==> config.mk <==
export PLATFORM = sky130hd
export DESIGN_NAME = instr_fetch
export DESIGN_NICKNAME = d
export VERILOG_FILES = /design/src/rtl/ifetch_pkg.sv /design/src/rtl/fetch_queue.sv /design/src/rtl/instr_fetch.sv
export SDC_FILE = /design/constraint.sdc
export NUM_CORES = 1
export LEC_CHECK = 0
export ABC_AREA = 1
export BUFFER_PORTS_ARGS = -buffer_cell sky130_fd_sc_hd__buf_2
export CAP_MARGIN = 40
export CORE_MARGIN = 4
export CORE_UTILIZATION = 45
export CTS_BUF_LIST = sky130_fd_sc_hd__clkbuf_4
export DETAILED_ROUTE_END_ITERATION = 12
export PLACE_DENSITY = 0.74
export SYNTH_ARGS = -nofsm -noshare
export SYNTH_HDL_FRONTEND = slang
export SYNTH_HIERARCHICAL = 1
export SYNTH_SLANG_ARGS = --single-unit
==> constraint.sdc <==
create_clock -name clk -period 3.81 [get_ports clk]
set_clock_uncertainty 0.15 [all_clocks]
set_input_delay 0 -clock clk [delete_from_list [all_inputs] [get_ports clk]]
set_output_delay 0 -clock clk [all_outputs]
set_load 0.03 [all_outputs]
==> src/rtl/ifetch_pkg.sv <==
// Shared types and constants for the instruction fetch front end.
package ifetch_pkg;

  localparam int unsigned IF_ADDR_W   = 32;
  localparam int unsigned IF_DATA_W   = 32;
  localparam int unsigned INSTR_BYTES = 4;
  localparam logic [IF_ADDR_W-1:0] IF_RESET_PC = 32'h0000_0000;

  typedef enum logic [1:0] {
    IDLE = 2'd0,
    REQ  = 2'd1,
    WAIT = 2'd2,
    DROP = 2'd3
  } ifetch_state_e;

  typedef struct packed {
    logic [IF_ADDR_W-1:0] pc;
    logic [IF_DATA_W-1:0] data;
  } ifetch_entry_t;

endpackage

==> src/rtl/fetch_queue.sv <==
// Small synchronous FIFO holding fetched {pc, data} entries; flush wins over push/pop.
module fetch_queue #(
  parameter int unsigned DEPTH = 2,
  parameter int unsigned WIDTH = 64
) (
  input  logic                       clk,
  input  logic                       rst_n,
  input  logic                       i_flush,
  input  logic                       i_push,
  input  logic [WIDTH-1:0]           i_data,
  input  logic                       i_pop,
  output logic [WIDTH-1:0]           o_data,
  output logic [$clog2(DEPTH+1)-1:0] o_count
);

  localparam int unsigned PTR_W = $clog2(DEPTH);
  localparam int unsigned CNT_W = $clog2(DEPTH + 1);

  logic [WIDTH-1:0] r_mem [DEPTH];
  logic [PTR_W-1:0] r_wr_ptr;
  logic [PTR_W-1:0] r_rd_ptr;
  logic [CNT_W-1:0] r_count;
  logic             w_pop;
  logic             w_push;

  // Pop needs an entry; a push into a full queue is only legal alongside a pop.
  assign w_pop  = i_pop && (r_count != '0);
  assign w_push = i_push && ((r_count != CNT_W'(DEPTH)) || w_pop);

  always_ff @(posedge clk or negedge rst_n) begin
    if (!rst_n) begin
      for (int unsigned i = 0; i < DEPTH; i++) r_mem[i] <= '0;
      r_wr_ptr <= '0;
      r_rd_ptr <= '0;
      r_count  <= '0;
    end else if (i_flush) begin
      r_wr_ptr <= '0;
      r_rd_ptr <= '0;
      r_count  <= '0;
    end else begin
      if (w_push) begin
        r_mem[r_wr_ptr] <= i_data;
        r_wr_ptr        <= r_wr_ptr + PTR_W'(1);
      end
      if (w_pop) r_rd_ptr <= r_rd_ptr + PTR_W'(1);
      case ({w_push, w_pop})
        2'b10:   r_count <= r_count + CNT_W'(1);
        2'b01:   r_count <= r_count - CNT_W'(1);
        default: ;
      endcase
    end
  end

  assign o_data  = r_mem[r_rd_ptr];
  assign o_count = r_count;

endmodule

==> src/rtl/instr_fetch.sv <==
// Instruction fetch: PC, one-outstanding request FSM with credit flow control, redirect flush.
// Optional IFETCH_MISALIGN_TRAP_EN: misaligned redirect raises sticky fetch_misaligned and halts fetch.
module instr_fetch
  import ifetch_pkg::*;
#(
  parameter int unsigned            ADDR_W   = IF_ADDR_W,
  parameter int unsigned            DATA_W   = IF_DATA_W,
  parameter logic [ADDR_W-1:0]      RESET_PC = ADDR_W'(IF_RESET_PC),
  parameter int unsigned            Q_DEPTH  = 2
) (
  input  logic              clk,
  input  logic              reset,
  output logic              imem_req_valid,
  input  logic              imem_req_ready,
  output logic [ADDR_W-1:0] imem_req_addr,
  input  logic              imem_rsp_valid,
  input  logic [DATA_W-1:0] imem_rsp_data,
  input  logic              redirect_valid,
  input  logic [ADDR_W-1:0] redirect_pc,
  output logic              inst_valid,
  output logic [DATA_W-1:0] inst_data,
  output logic [ADDR_W-1:0] inst_pc,
  input  logic              inst_ready
`ifdef IFETCH_MISALIGN_TRAP_EN
  , output logic            fetch_misaligned
`endif
);

  localparam int unsigned CNT_W = $clog2(Q_DEPTH + 1);

  ifetch_state_e     r_state;
  ifetch_state_e     w_state_nxt;
  ifetch_state_e     w_resume;
  logic [ADDR_W-1:0] r_pc;
  logic [ADDR_W-1:0] w_pc_nxt;
  logic [ADDR_W-1:0] r_req_pc;
  logic              r_req_valid;
  logic              w_hs;
  logic              w_pop;
  logic              w_push;
  logic              w_flush;
  logic              w_outstanding;
  logic              w_credit;
  logic              w_credit_after;
  logic              w_trap;
  logic              w_trap_nxt;
  logic [CNT_W-1:0]  w_count;
  ifetch_entry_t     w_push_entry;
  ifetch_entry_t     w_head;

  assign w_hs          = r_req_valid & imem_req_ready;
  assign w_pop         = inst_valid & inst_ready;
  assign w_outstanding = (r_state == WAIT) || (r_state == DROP);
  assign w_credit       = (32'(w_count) + 32'(w_outstanding)) < Q_DEPTH;
  assign w_credit_after = (32'(w_count) + 32'd1 - 32'(w_pop)) < Q_DEPTH;
  assign w_resume       = w_trap_nxt ? IDLE : REQ;

`ifdef IFETCH_MISALIGN_TRAP_EN
  logic r_trap;

  assign w_trap_nxt = r_trap | (redirect_valid & (redirect_pc[1:0] != 2'b00));

  always_ff @(posedge clk or negedge reset) begin
    if (!reset) r_trap <= 1'b0;
    else        r_trap <= w_trap_nxt;
  end

  assign w_trap           = r_trap;
  assign fetch_misaligned = r_trap;
`else
  assign w_trap     = 1'b0;
  assign w_trap_nxt = 1'b0;
`endif

  // Next state, PC and queue control; a redirect overrides the normal flow.
  always_comb begin
    w_state_nxt = r_state;
    w_pc_nxt    = r_pc;
    w_push      = 1'b0;
    w_flush     = 1'b0;
    case (r_state)
      IDLE: if (w_credit && !w_trap) w_state_nxt = REQ;
      REQ: begin
        if (w_hs) begin
          w_state_nxt = WAIT;
          w_pc_nxt    = r_pc + ADDR_W'(INSTR_BYTES);
        end
      end
      WAIT: begin
        if (imem_rsp_valid) begin
          w_push      = 1'b1;
          w_state_nxt = w_credit_after ? REQ : IDLE;
        end
      end
      DROP:    if (imem_rsp_valid) w_state_nxt = w_trap ? IDLE : REQ;
      default: w_state_nxt = IDLE;
    endcase
    if (redirect_valid) begin
      w_flush  = 1'b1;
      w_push   = 1'b0;
      w_pc_nxt = redirect_pc & ~ADDR_W'(3);
      case (r_state)
        REQ:     w_state_nxt = w_hs ? DROP : w_resume;
        WAIT:    w_state_nxt = imem_rsp_valid ? w_resume : DROP;
        DROP:    w_state_nxt = imem_rsp_valid ? w_resume : DROP;
        default: w_state_nxt = w_resume;
      endcase
    end
  end

  always_ff @(posedge clk or negedge reset) begin
    if (!reset) begin
      r_state     <= IDLE;
      r_pc        <= RESET_PC;
      r_req_pc    <= RESET_PC;
      r_req_valid <= 1'b0;
    end else begin
      r_state     <= w_state_nxt;
      r_pc        <= w_pc_nxt;
      r_req_valid <= (w_state_nxt == REQ);
      if (w_hs) r_req_pc <= r_pc;
    end
  end

  assign w_push_entry.pc   = IF_ADDR_W'(r_req_pc);
  assign w_push_entry.data = IF_DATA_W'(imem_rsp_data);

  fetch_queue #(
    .DEPTH (Q_DEPTH),
    .WIDTH ($bits(ifetch_entry_t))
  ) u_queue (
    .clk     (clk),
    .rst_n   (reset),
    .i_flush (w_flush),
    .i_push  (w_push),
    .i_data  (w_push_entry),
    .i_pop   (w_pop),
    .o_data  (w_head),
    .o_count (w_count)
  );

  assign imem_req_valid = r_req_valid;
  assign imem_req_addr  = r_pc;
  assign inst_valid     = (w_count != '0);
  assign inst_pc        = ADDR_W'(w_head.pc);
  assign inst_data      = DATA_W'(w_head.data);

endmodule

==> results of run 1 <==
[path summary, 6_finish.rpt]
check,slack [ns],from,endpoint
setup reg to reg,0.80,imem_req_addr[3],imem_req_addr[24]
min in group asynchronous,0.57,reset,u_queue/r_mem[24]
setup / recovery,0.80,imem_req_addr[3],imem_req_addr[24]
max in group asynchronous,2.10,reset,u_queue/r_mem[59]
hold reg to reg,0.35,u_queue/r_mem[47],u_queue/r_mem[47]
hold / removal,0.08,redirect_valid,u_queue/o_count[1]
[sequential cells by signal, summed over array words and instances, names as in the netlist]
register / cells
r_req_pc: 30
imem_req_addr: 30
r_state: 2
u_queue/r_rd_ptr: 1
imem_req_valid: 1
u_queue/r_wr_ptr: 1
u_queue/r_mem: 128
u_queue/o_count: 2
[cell usage after synthesis]
cell                       number
sky130_fd_sc_hd__nor3_2         1
sky130_fd_sc_hd__buf_2          4
sky130_fd_sc_hd__conb_1         1
sky130_fd_sc_hd__buf_12         7
sky130_fd_sc_hd__a21boi_0       2
sky130_fd_sc_hd__a22oi_1       11
sky130_fd_sc_hd__nand2_4        2
sky130_fd_sc_hd__o211ai_1       4
sky130_fd_sc_hd__nand3_2        1
sky130_fd_sc_hd__o21ai_2      109
sky130_fd_sc_hd__nor2_2         3
sky130_fd_sc_hd__nand3_4        1
sky130_fd_sc_hd__nor2_1        66
sky130_fd_sc_hd__clkbuf_1      18
sky130_fd_sc_hd__o21ai_1       13
sky130_fd_sc_hd__nor3_1         3
sky130_fd_sc_hd__o21a_1         1
sky130_fd_sc_hd__o221ai_1       2
sky130_fd_sc_hd__a31oi_1        2
sky130_fd_sc_hd__inv_2          3
sky130_fd_sc_hd__o21ai_0       40
sky130_fd_sc_hd__nand3_1       40
sky130_fd_sc_hd__nand4_1        3
sky130_fd_sc_hd__ha_1           1
sky130_fd_sc_hd__nand3b_1       2
sky130_fd_sc_hd__nor2_4         1
sky130_fd_sc_hd__inv_1        101
sky130_fd_sc_hd__mux2_2        10
sky130_fd_sc_hd__buf_1          3
sky130_fd_sc_hd__xor2_1         8
sky130_fd_sc_hd__nor2_8         1
sky130_fd_sc_hd__buf_4          4
sky130_fd_sc_hd__o22ai_1        2
sky130_fd_sc_hd__inv_4          2
sky130_fd_sc_hd__nand2_2        1
sky130_fd_sc_hd__nand2_1      469
sky130_fd_sc_hd__a21oi_1        4
sky130_fd_sc_hd__nand4_4        1
sky130_fd_sc_hd__dfrtp_1      195
sky130_fd_sc_hd__buf_6         23
[per-stage QoR]
stage / std cells / cell area (um^2) / hold slack [ns] / total power (uW) / util
5_1_grt: 1710 / 12200 / 0.0237 / 7540 / 0.573
3_3_place_gp: 1558 / 10600 / 0.00464 / 5600 / 0.500
2_1_floorplan: 1168 / 9830 / -0.446 / 4870 / -
6_report: 1710 / 12200 / 0.0760 / 7040 / 0.573
4_1_cts: 1709 / 12200 / 0.00653 / 7080 / 0.573
3_5_place_dp: 1560 / 10700 / -0.103 / 5680 / 0.502
[cell families (layout without fill, tap and decap cells)]
logic type               after synthesis  in the layout
XOR/XNOR                               8              8
AO/OA/AOI/OAI                        190            190
other                                  1              5
AND/OR/NAND/NOR                      595            595
buffers and inverters                165            431
flip-flops                           195            195
adder cells (fa/ha/maj)                1              1
multiplexers                          10             10
[power breakdown]
| part | internal [uW] | total, uW | switching (uW) |
|---|---|---|---|
| combinational | 948 | 2840 | 1900 |
| clock | 476 | 1220 | 740 |
| sequential | 2590 | 2980 | 397 |
[timing repair]
action	4_1_cts	5_1_grt
gates resized for setup	0	0
hold endpoints to repair	296	0
hold buffers	117	0
[critical path, cell delays in order (launching register included)]
cell and delay (ns):
sky130_fd_sc_hd__dfrtp_1 0.50, sky130_fd_sc_hd__ha_1 0.32, sky130_fd_sc_hd__nand2_1 0.12, sky130_fd_sc_hd__nor2_1 0.26
sky130_fd_sc_hd__nand4_1 0.19, sky130_fd_sc_hd__nor2_1 0.17, sky130_fd_sc_hd__a21boi_0 0.10, sky130_fd_sc_hd__dlygate4sd3_1 0.56
sky130_fd_sc_hd__nand2_1 0.06, sky130_fd_sc_hd__dlygate4sd3_1 0.54
[routing by layer]
metal,up-vias,wire length (um)
met3,30,1510
li1,4189,-
met1,3944,11100
met2,303,11300
met4,0,472
met5,-,0
[layout make-up]
class                      count  share of cell area
timing repair buffer         293               0.180
tap                          275              0.0283
clock buffer                  17              0.0105
multi-input combinational    808               0.331
antenna                        1            0.000206
inverter                     106              0.0331
clock inverter                15              0.0161
sequential                   195               0.401
==> impl_metrics.csv, run 1 <==
group,metric,value,unit
outcome,outcome,"finished clean",
cts,cts.path.max_buffers,2,
placed_design,routabilityCongestion,0.898,
worst_setup_path,start_kind,"flip-flop",
synthesis,muxShareOfSynthArea,0.0115,
drt,routed_via_density,4.95,
worst_hold_path,timing.hold.worst.class,"in2reg",
global_route,grt_max_degree,109,
cts,cts_tree,"yes",
worst_setup_path,maximum_fanout_along_the_worst_path,6,
cts,clkSinkCount,195,
drt,detailroute.via_count,8466,
die,die-area,24300,um^2
die,core,21200,um^2
sta,timing.final.setup_violations,0,
cts,htreeDepth,4,
synthesis,synthXorXnorAreaFrac,0.00713,
synthesis,synth_cells,1165,
die,fp.dieH,156,um
global_route,grt_busiest_layer,"met2",
die,io_pins,168,
synthesis,fraction_of_the_mapped_netlist_area_in_simple_logic_gates,0.244,
power_and_ir_drop,static-leakage-power,0.00625,uW
global_route,first_pass_grt_wire_length,40600,um
synthesis,synth.largest_area_cell,"sky130_fd_sc_hd__dfrtp_1",
synthesis,synth_top_family_by_area,"simple AND/OR/NAND/NOR gates",
global_route,met3_usage,0.0408,
layout,mostFrequentLayoutCells,"sky130_fd_sc_hd__nand2_1, sky130_fd_sc_hd__dfrtp_1, sky130_fd_sc_hd__buf_2",
worst_setup_path,path_class,"reg2reg",
layout,ff_latch_area,4880,um^2
sta,timing_worst_slew_pin_value,0.880,ns
global_route,global_route.usage.met1,0.280,
synthesis,synth_adder_area_share,0.00127,
power_and_ir_drop,maximum_vdd_drop,380,uV
sta,timing_max_transition_violations_final,0,
global_route,groute.layer.met2.usage,0.333,
layout,drive_above_1_share,0.241,
sta,fin_ws,0.804,ns
cts,postCtsSetupRepairBufs,0,
layout,mostFrequentLayoutCell,"sky130_fd_sc_hd__nand2_1",
flow_run,max-cap-violations,0,
placed_design,preCtsSetupSlack,1.43,ns
synthesis,synth.ff_latch_count,195,
layout,multiInputGateArea,4020,um^2
global_route,gr-usage-all-layers,0.204,
drt,drc,0,
cts,cts_made_buffers,17,
synthesis,sequential_fraction_of_the_synthesis_area,0.497,
synthesis,total_standard_cell_area_after_synthesis,9820,um^2
global_route,grt_antenna_before_repair,1,
power_and_ir_drop,power_density,579,nW/um^2
die,floorplan.die.width,156,um
worst_setup_path,timing.reg2reg.worst_path_depth,9,
sta,period_share,0.789,
sta,max_freq,333,MHz
worst_hold_path,hold_depth,4,
drt,antenna_left,0,
cts,worstSkewPairLatency,0.56,ns
layout,layout.filler_cells,1863,
placed_design,placement.io_buffers,163,
worst_setup_path,cp_required,4.17,ns
placed_design,detailed_place_hpwl,15600,um
sta,setup_total_negative_slack,0,ns
cts,cts_root_buf,"sky130_fd_sc_hd__clkbuf_4",
synthesis,netlist_top_cells_area,"sky130_fd_sc_hd__dfrtp_1, sky130_fd_sc_hd__nand2_1, sky130_fd_sc_hd__o21ai_2, sky130_fd_sc_hd__inv_1, sky130_fd_sc_hd__buf_6",
global_route,number_of_global_route_vias_before_repair,8279,
sta,rsz0062_at_grt,"no",
global_route,grt_overflow_total,0,
synthesis,yosys_warnings,6,
drt,drt_wl_total,24400,um
layout,area.growth.synth_to_final,23.8,%
synthesis,syn_avg_cell_area,8.43,um^2
drt,drt_pass1_iterations,5,
drt,detail_route.wl_per_cell,14.3,um
drt,drt_iter0_drc,649,
synthesis,synth-compound-area-share,0.144,
sta,final-hold-violation-count,0,
sta,finalCriticalPeriod,3.01,ns
worst_setup_path,critical_path_arrival,3.36,ns
synthesis,post-synth-top-area-fraction,0.497,
sta,timing.slew.headroom,0.412,
synthesis,ys_types,40,
cts,clk_slew_on_worst_s_h_paths,0.16,ns
worst_setup_path,crit_path_end_kind,"flip-flop",
die,std_cell_rows,53,
layout,number_of_nets_in_the_layout,1492,
die,start_util,0.463,
No activity file was read; power rests on OpenSTA's default activity.
==> run 2, diff against run 1 <==
Clock period 3.81 ns to 3.1 ns, I/O delays scaled along.
==> run 2 against run 1 <==
Effect of this change: die area stayed put; final cell count is 0.41% higher; core utilization stayed put; clock-buffer cell count is 1 higher; power is 21% higher; sequential share of layout area hardly changed; design area stayed put; worst hold slack better by 0.016 ns; critical endpoint is now imem_req_addr[20]; largest cell class unchanged; highest routed layer unchanged.
==> impl_metrics.csv, run 2 (synthesized netlist as in run 1, its figures left out) <==
group,metric,value,unit
die,floorplan.die.width,156,um
worst_setup_path,critPathSlowestCell,"sky130_fd_sc_hd__dlygate4sd3_1",
layout,drive_above_1_share,0.242,
drt,drt_pass1_iterations,5,
sta,period_share,0.957,
worst_setup_path,critical_path_arrival,3.27,ns
global_route,grt_overflow_total,0,
placed_design,placement.io_buffers,163,
global_route,first_pass_grt_wire_length,40900,um
cts,cts_tree,"yes",
worst_setup_path,critical-path-top-delay-family,"buffers and inverters",
worst_setup_path,timing.reg2reg.worst_path_depth,8,
drt,drt_wl_total,25200,um
cts,cts_made_buffers,17,
die,std_cell_rows,53,
layout,largest_reg_flops,128,
outcome,outcome,"finished clean",
worst_setup_path,timing.critical_path.depth,8,
cts,postCtsSetupRepairBufs,0,
drt,drc,0,
global_route,number_of_global_route_vias_before_repair,8220,
sta,fin_hold_ws,0.0922,ns
die,io_pins,168,
worst_setup_path,crit_buf_inv,4,
worst_setup_path,crit_path_end_kind,"flip-flop",
cts,worstSkewPairLatency,0.56,ns
worst_setup_path,regToRegSetupSlack,0.13,ns
cts,cts.path.max_buffers,2,
drt,drt_iter0_drc,679,
drt,routed_via_density,4.94,
layout,area.growth.synth_to_final,23.8,%
worst_hold_path,timing.hold.worst.class,"in2reg",
global_route,grt_max_degree,124,
power_and_ir_drop,static-leakage-power,0.00626,uW
placed_design,detailed_place.area,10600,um^2
sta,timing_worst_slew_pin_value,0.848,ns
die,core,21200,um^2
layout,registers.top_by_ff_count,"u_queue/r_mem",
placed_design,routabilityCongestion,0.898,
layout,number_of_nets_in_the_layout,1499,
power_and_ir_drop,power_density,703,nW/um^2
die,start_util,0.463,
global_route,gr-usage-all-layers,0.208,
placed_design,preCtsSetupSlack,0.953,ns
layout,mostFrequentLayoutCell,"sky130_fd_sc_hd__nand2_1",
layout,mostFrequentLayoutCells,"sky130_fd_sc_hd__nand2_1, sky130_fd_sc_hd__dfrtp_1, sky130_fd_sc_hd__buf_2",
worst_setup_path,critical-path-max-stage-delay,0.61,ns
die,die-area,24300,um^2
global_route,grt_antenna_before_repair,1,
die,fp.dieH,156,um
worst_setup_path,cp_required,3.41,ns
worst_hold_path,hold_depth,4,
sta,timing.final.setup_violations,0,
sta,timing.slew.headroom,0.433,
cts,clkSinkCount,195,
worst_setup_path,critical_path.cell_chain,"inv_1, nand4_4, nand2_4, inv_2, a22oi_1, dlygate4sd3_1, nand2_1, dlygate4sd3_1",
sta,finalCriticalPeriod,2.97,ns
placed_design,detailed_place_hpwl,15500,um
cts,cts_root_buf,"sky130_fd_sc_hd__clkbuf_4",
worst_setup_path,start_kind,"flip-flop",
power_and_ir_drop,post-layout-total-power,8540,uW
worst_setup_path,cpMostUsedCell,"sky130_fd_sc_hd__dlygate4sd3_1",
cts,clk_slew_on_worst_s_h_paths,0.15,ns
sta,fin_ws,0.134,ns
cts,htreeDepth,4,
sta,timing_max_transition_violations_final,0,
sta,final-hold-violation-count,0,
layout,finalInstanceArea,12200,um^2
drt,antenna_left,0,
drt,detailroute.via_count,8487,
flow_run,max-cap-violations,0,
power_and_ir_drop,maximum_vdd_drop,349,uV
worst_setup_path,path_class,"reg2reg",
drt,detail_route.wl_per_cell,14.7,um
sta,max_freq,337,MHz
worst_setup_path,maximum_fanout_along_the_worst_path,24,
-- run 2: cell count changes in the layout (fill, tap and decap cells not counted), moves of 2 or more --
| cell | previous run | this run |
|---|---|---|
| sky130_fd_sc_hd__buf_16 | 2 | 0 |
| sky130_fd_sc_hd__dlygate4sd3_1 | 117 | 124 |
| sky130_fd_sc_hd__clkinv_2 | 0 | 6 |
| sky130_fd_sc_hd__inv_8 | 3 | 0 |
| sky130_fd_sc_hd__inv_6 | 3 | 1 |
-- run 2: routing by layer --
metal	part of all wire	GRT usage	vias to the layer above
met1	0.43	0.274	3892
li1	-	-	4199
met5	0	0	-
met4	0.028	0.0750	0
met3	0.068	0.0399	54
met2	0.47	0.346	342
-- run 2: final timing paths --
path	from	endpoint
max in group asynchronous	reset	u_queue/r_mem[56]
setup reg to reg	r_state[1]	imem_req_addr[20]
hold / removal	imem_rsp_data[24]	u_queue/r_mem[24]
min in group asynchronous	reset	u_queue/r_mem[30]
hold reg to reg	u_queue/r_mem[2]	u_queue/r_mem[2]
setup / recovery	r_state[1]	imem_req_addr[20]
-- run 2: worst min-delay path: cells and delay by family --
family / cells / cell delay (ns)
AO/OA/AOI/OAI: 1 / 0.12
buffers and inverters: 3 / 0.67
-- run 2: cell type report --
cell class | instances | area [um^2]
Multi-Input combinational cell | 808 | 4030
Clock inverter | 14 | 139
Timing Repair Buffer | 300 | 2230
Sequential cell | 195 | 4880
Inverter | 106 | 403
Clock buffer | 18 | 135
Antenna cell | 1 | 2.50
Fill cell | 1936 | 9060
Tap cell | 275 | 344
-- run 2: repair_timing --
item,CTS,global route
setup endpoints to repair,0,1
hold buffers,124,0
gates resized for setup,0,3
hold endpoints to repair,301,0
-- run 2: where the power goes --
part | switching [uW] | internal [uW]
Combinational | 2330 | 1170
Sequential | 509 | 3180
Clock | 864 | 484
Total | 3710 | 4840
-- run 2: per-stage QoR --
step                utilization  std cells  TNS (ns)
floorplan                     -       1168         0
global placement          0.501       1560         0
detailed placement        0.501       1560         0
CTS                       0.573       1716         0
global route              0.573       1717   -0.0184
finish                    0.573       1717         0
==> run 3, diff against run 2 <==
Settings changed: RECOVER_POWER from default to 100.
==> run 3 against run 2 <==
Effect of this change: the run now ends with capacitance limit, slew limit left; highest routed layer unchanged; setup slack barely moved; critical path type unchanged; combinational power is essentially flat; flip-flop and latch count did not move; first-iteration DRC count grew 0.29%; non-clock buffer count did not move; sequential share of layout area is 0.18 points higher; die area did not move; power is 0.35% lower; sequential power is essentially flat; final cell count stayed put; register-to-register slack barely moved; clock-buffer cell count unchanged; critical endpoint unchanged.
==> impl_metrics.csv, run 3 (synthesized netlist as in run 1, its figures left out) <==
group,metric,value,unit
worst_setup_path,start_kind,"flip-flop",
layout,layout.filler_cells,1962,
drt,antenna_left,0,
power_and_ir_drop,power.switching_fraction,0.435,
global_route,gr-usage-all-layers,0.208,
layout,mostFrequentLayoutCell,"sky130_fd_sc_hd__nand2_1",
cts,cts_tree,"yes",
power_and_ir_drop,sequential_cell_fraction_of_total_power,0.434,
power_and_ir_drop,p_switching,3710,uW
die,core,21200,um^2
cts,clkSinkCount,195,
global_route,grt_max_degree,124,
power_and_ir_drop,power_density,703,nW/um^2
sta,period_share,0.957,
cts,cts.path.max_buffers,2,
sta,timing.slew.headroom,-0.290,
worst_setup_path,crit_path_end_kind,"flip-flop",
drt,detail_route.wl_per_cell,14.7,um
sta,timing_max_transition_violations_final,89,
cts,cts_made_buffers,17,
layout,largest_reg_flops,128,
layout,mostFrequentLayoutCells,"sky130_fd_sc_hd__nand2_1, sky130_fd_sc_hd__dfrtp_1, sky130_fd_sc_hd__buf_2",
drt,drt_pass1_iterations,5,
worst_setup_path,cp_required,3.40,ns
cts,postCtsSetupRepairBufs,0,
sta,timing_worst_slew_pin_value,1.93,ns
layout,area.growth.synth_to_final,23.2,%
layout,ff_latch_area,4880,um^2
die,io_pins,168,
sta,timing.final.setup_violations,0,
power_and_ir_drop,clockPowerShare,0.158,
layout,number_of_nets_in_the_layout,1499,
worst_hold_path,timing.hold.worst.start,"imem_rsp_data[24]",
power_and_ir_drop,p_int,4810,uW
drt,drc,0,
layout,drive_above_1_share,0.221,
drt,drt_iter0_drc,681,
layout,multiInputGateArea,4030,um^2
flow_run,max-cap-violations,1,
global_route,number_of_global_route_vias_before_repair,8220,
drt,routed_via_density,4.91,
global_route,grt_antenna_before_repair,1,
sta,finalCriticalPeriod,2.97,ns
placed_design,placement.io_buffers,163,
sta,fin_ws,0.135,ns
cts,worstSkewPairLatency,0.56,ns
die,start_util,0.463,
global_route,first_pass_grt_wire_length,40900,um
drt,drt_wl_total,25200,um
die,fp.dieH,156,um
layout,registers.top_by_ff_count,"u_queue/r_mem",
placed_design,preCtsSetupSlack,0.953,ns
die,std_cell_rows,53,
drt,detailroute.via_count,8432,
die,floorplan.die.width,156,um
die,die-area,24300,um^2
worst_hold_path,timing.hold.worst.class,"in2reg",
outcome,outcome,"finished with violations",
placed_design,detailed_place_hpwl,15500,um
worst_setup_path,critical_path_arrival,3.27,ns
global_route,grt_overflow_total,0,
cts,cts_root_buf,"sky130_fd_sc_hd__clkbuf_4",
outcome,violated_checks,"capacitance limit, slew limit",
power_and_ir_drop,post-layout-total-power,8510,uW
worst_setup_path,path_class,"reg2reg",
placed_design,routabilityCongestion,0.898,
power_and_ir_drop,maximum_vdd_drop,346,uV
power_and_ir_drop,static-leakage-power,0.00616,uW
sta,max_freq,337,MHz
worst_setup_path,critPathLaunch,"r_state[1]",
worst_setup_path,maximum_fanout_along_the_worst_path,24,
cts,clk_slew_on_worst_s_h_paths,0.15,ns
sta,final-hold-violation-count,0,
layout,layout.core_utilization,0.570,
cts,htreeDepth,4,
power_and_ir_drop,power.share.combinational,0.408,
worst_setup_path,critical_path.reg2reg.startpoint,"r_state[1]",
-- run 3: changes by cell type in the layout (fill, tap and decap cells not counted) --
cell,delta
sky130_fd_sc_hd__buf_12,-1
sky130_fd_sc_hd__buf_2,-29
sky130_fd_sc_hd__buf_6,+1
sky130_fd_sc_hd__clkbuf_1,+30
sky130_fd_sc_hd__clkbuf_8,-1
sky130_fd_sc_hd__inv_1,+1
sky130_fd_sc_hd__inv_2,-1
-- run 3: layout make-up --
| cell class | instances | area share |
|---|---|---|
| repair buffers | 300 | 0.179 |
| flip-flops and latches | 195 | 0.403 |
| multi-input cells | 808 | 0.333 |
| well taps | 275 | 0.0284 |
| inverters | 106 | 0.0333 |
| clock buffers | 18 | 0.0112 |
| diodes | 1 | 0.000207 |
| clock inverters | 14 | 0.0115 |
-- run 3: path summary, 6_finish.rpt --
check / endpoint / slack (ns) / cells after the start
max reg2reg: imem_req_addr[20] / 0.13 / 8
min: u_queue/r_mem[24] / 0.09 / 4
min reg2reg: u_queue/r_mem[33] / 0.35 / 2
max: imem_req_addr[20] / 0.13 / 8
max in group asynchronous: u_queue/r_mem[67] / 0.50 / 4
min in group asynchronous: u_queue/r_mem[30] / 0.92 / 3
-- run 3: routing by layer --
metal,vias up,GRT usage,share of wire
met1,3870,0.274,0.43
met2,318,0.346,0.47
met3,48,0.0399,0.066
met4,0,0.0750,0.026
met5,-,0,0
li1,4196,-,-
-- run 3: critical path, stage by stage (launching register included) --
cell                            delay, ns
sky130_fd_sc_hd__dfrtp_1             0.43
sky130_fd_sc_hd__inv_1               0.11
sky130_fd_sc_hd__nand4_4             0.25
sky130_fd_sc_hd__nand2_4             0.20
sky130_fd_sc_hd__inv_2               0.20
sky130_fd_sc_hd__a22oi_1             0.28
sky130_fd_sc_hd__dlygate4sd3_1       0.61
sky130_fd_sc_hd__nand2_1             0.06
sky130_fd_sc_hd__dlygate4sd3_1       0.57
-- run 3: power by group through the flow --
stage / registers [uW] / clock network [uW] / logic (uW)
after floorplan: 3760 / 0 / 2220
after detailed placement: 3720 / 0 / 3270
after CTS: 3670 / 1400 / 3490
after global routing: 3770 / 1510 / 3830
after global placement: 3690 / 0 / 3200
final: 3690 / 1340 / 3480
-- run 3: per-stage QoR --
step                area [um^2]  TNS (ns)  hold WS, ns  std cells
CTS                       12200         0       0.0178       1716
detailed placement        10600         0      -0.0481       1560
floorplan                  9830         0       -0.446       1168
global placement          10600         0      -0.0516       1560
finish                    12100         0       0.0932       1717
global route              12100   -0.0184       0.0310       1717
-- run 3: repair_timing --
action                     CTS  global route
hold buffers               124             0
setup endpoints to repair    0             1
hold endpoints to repair   301             0
resized for setup            0             3
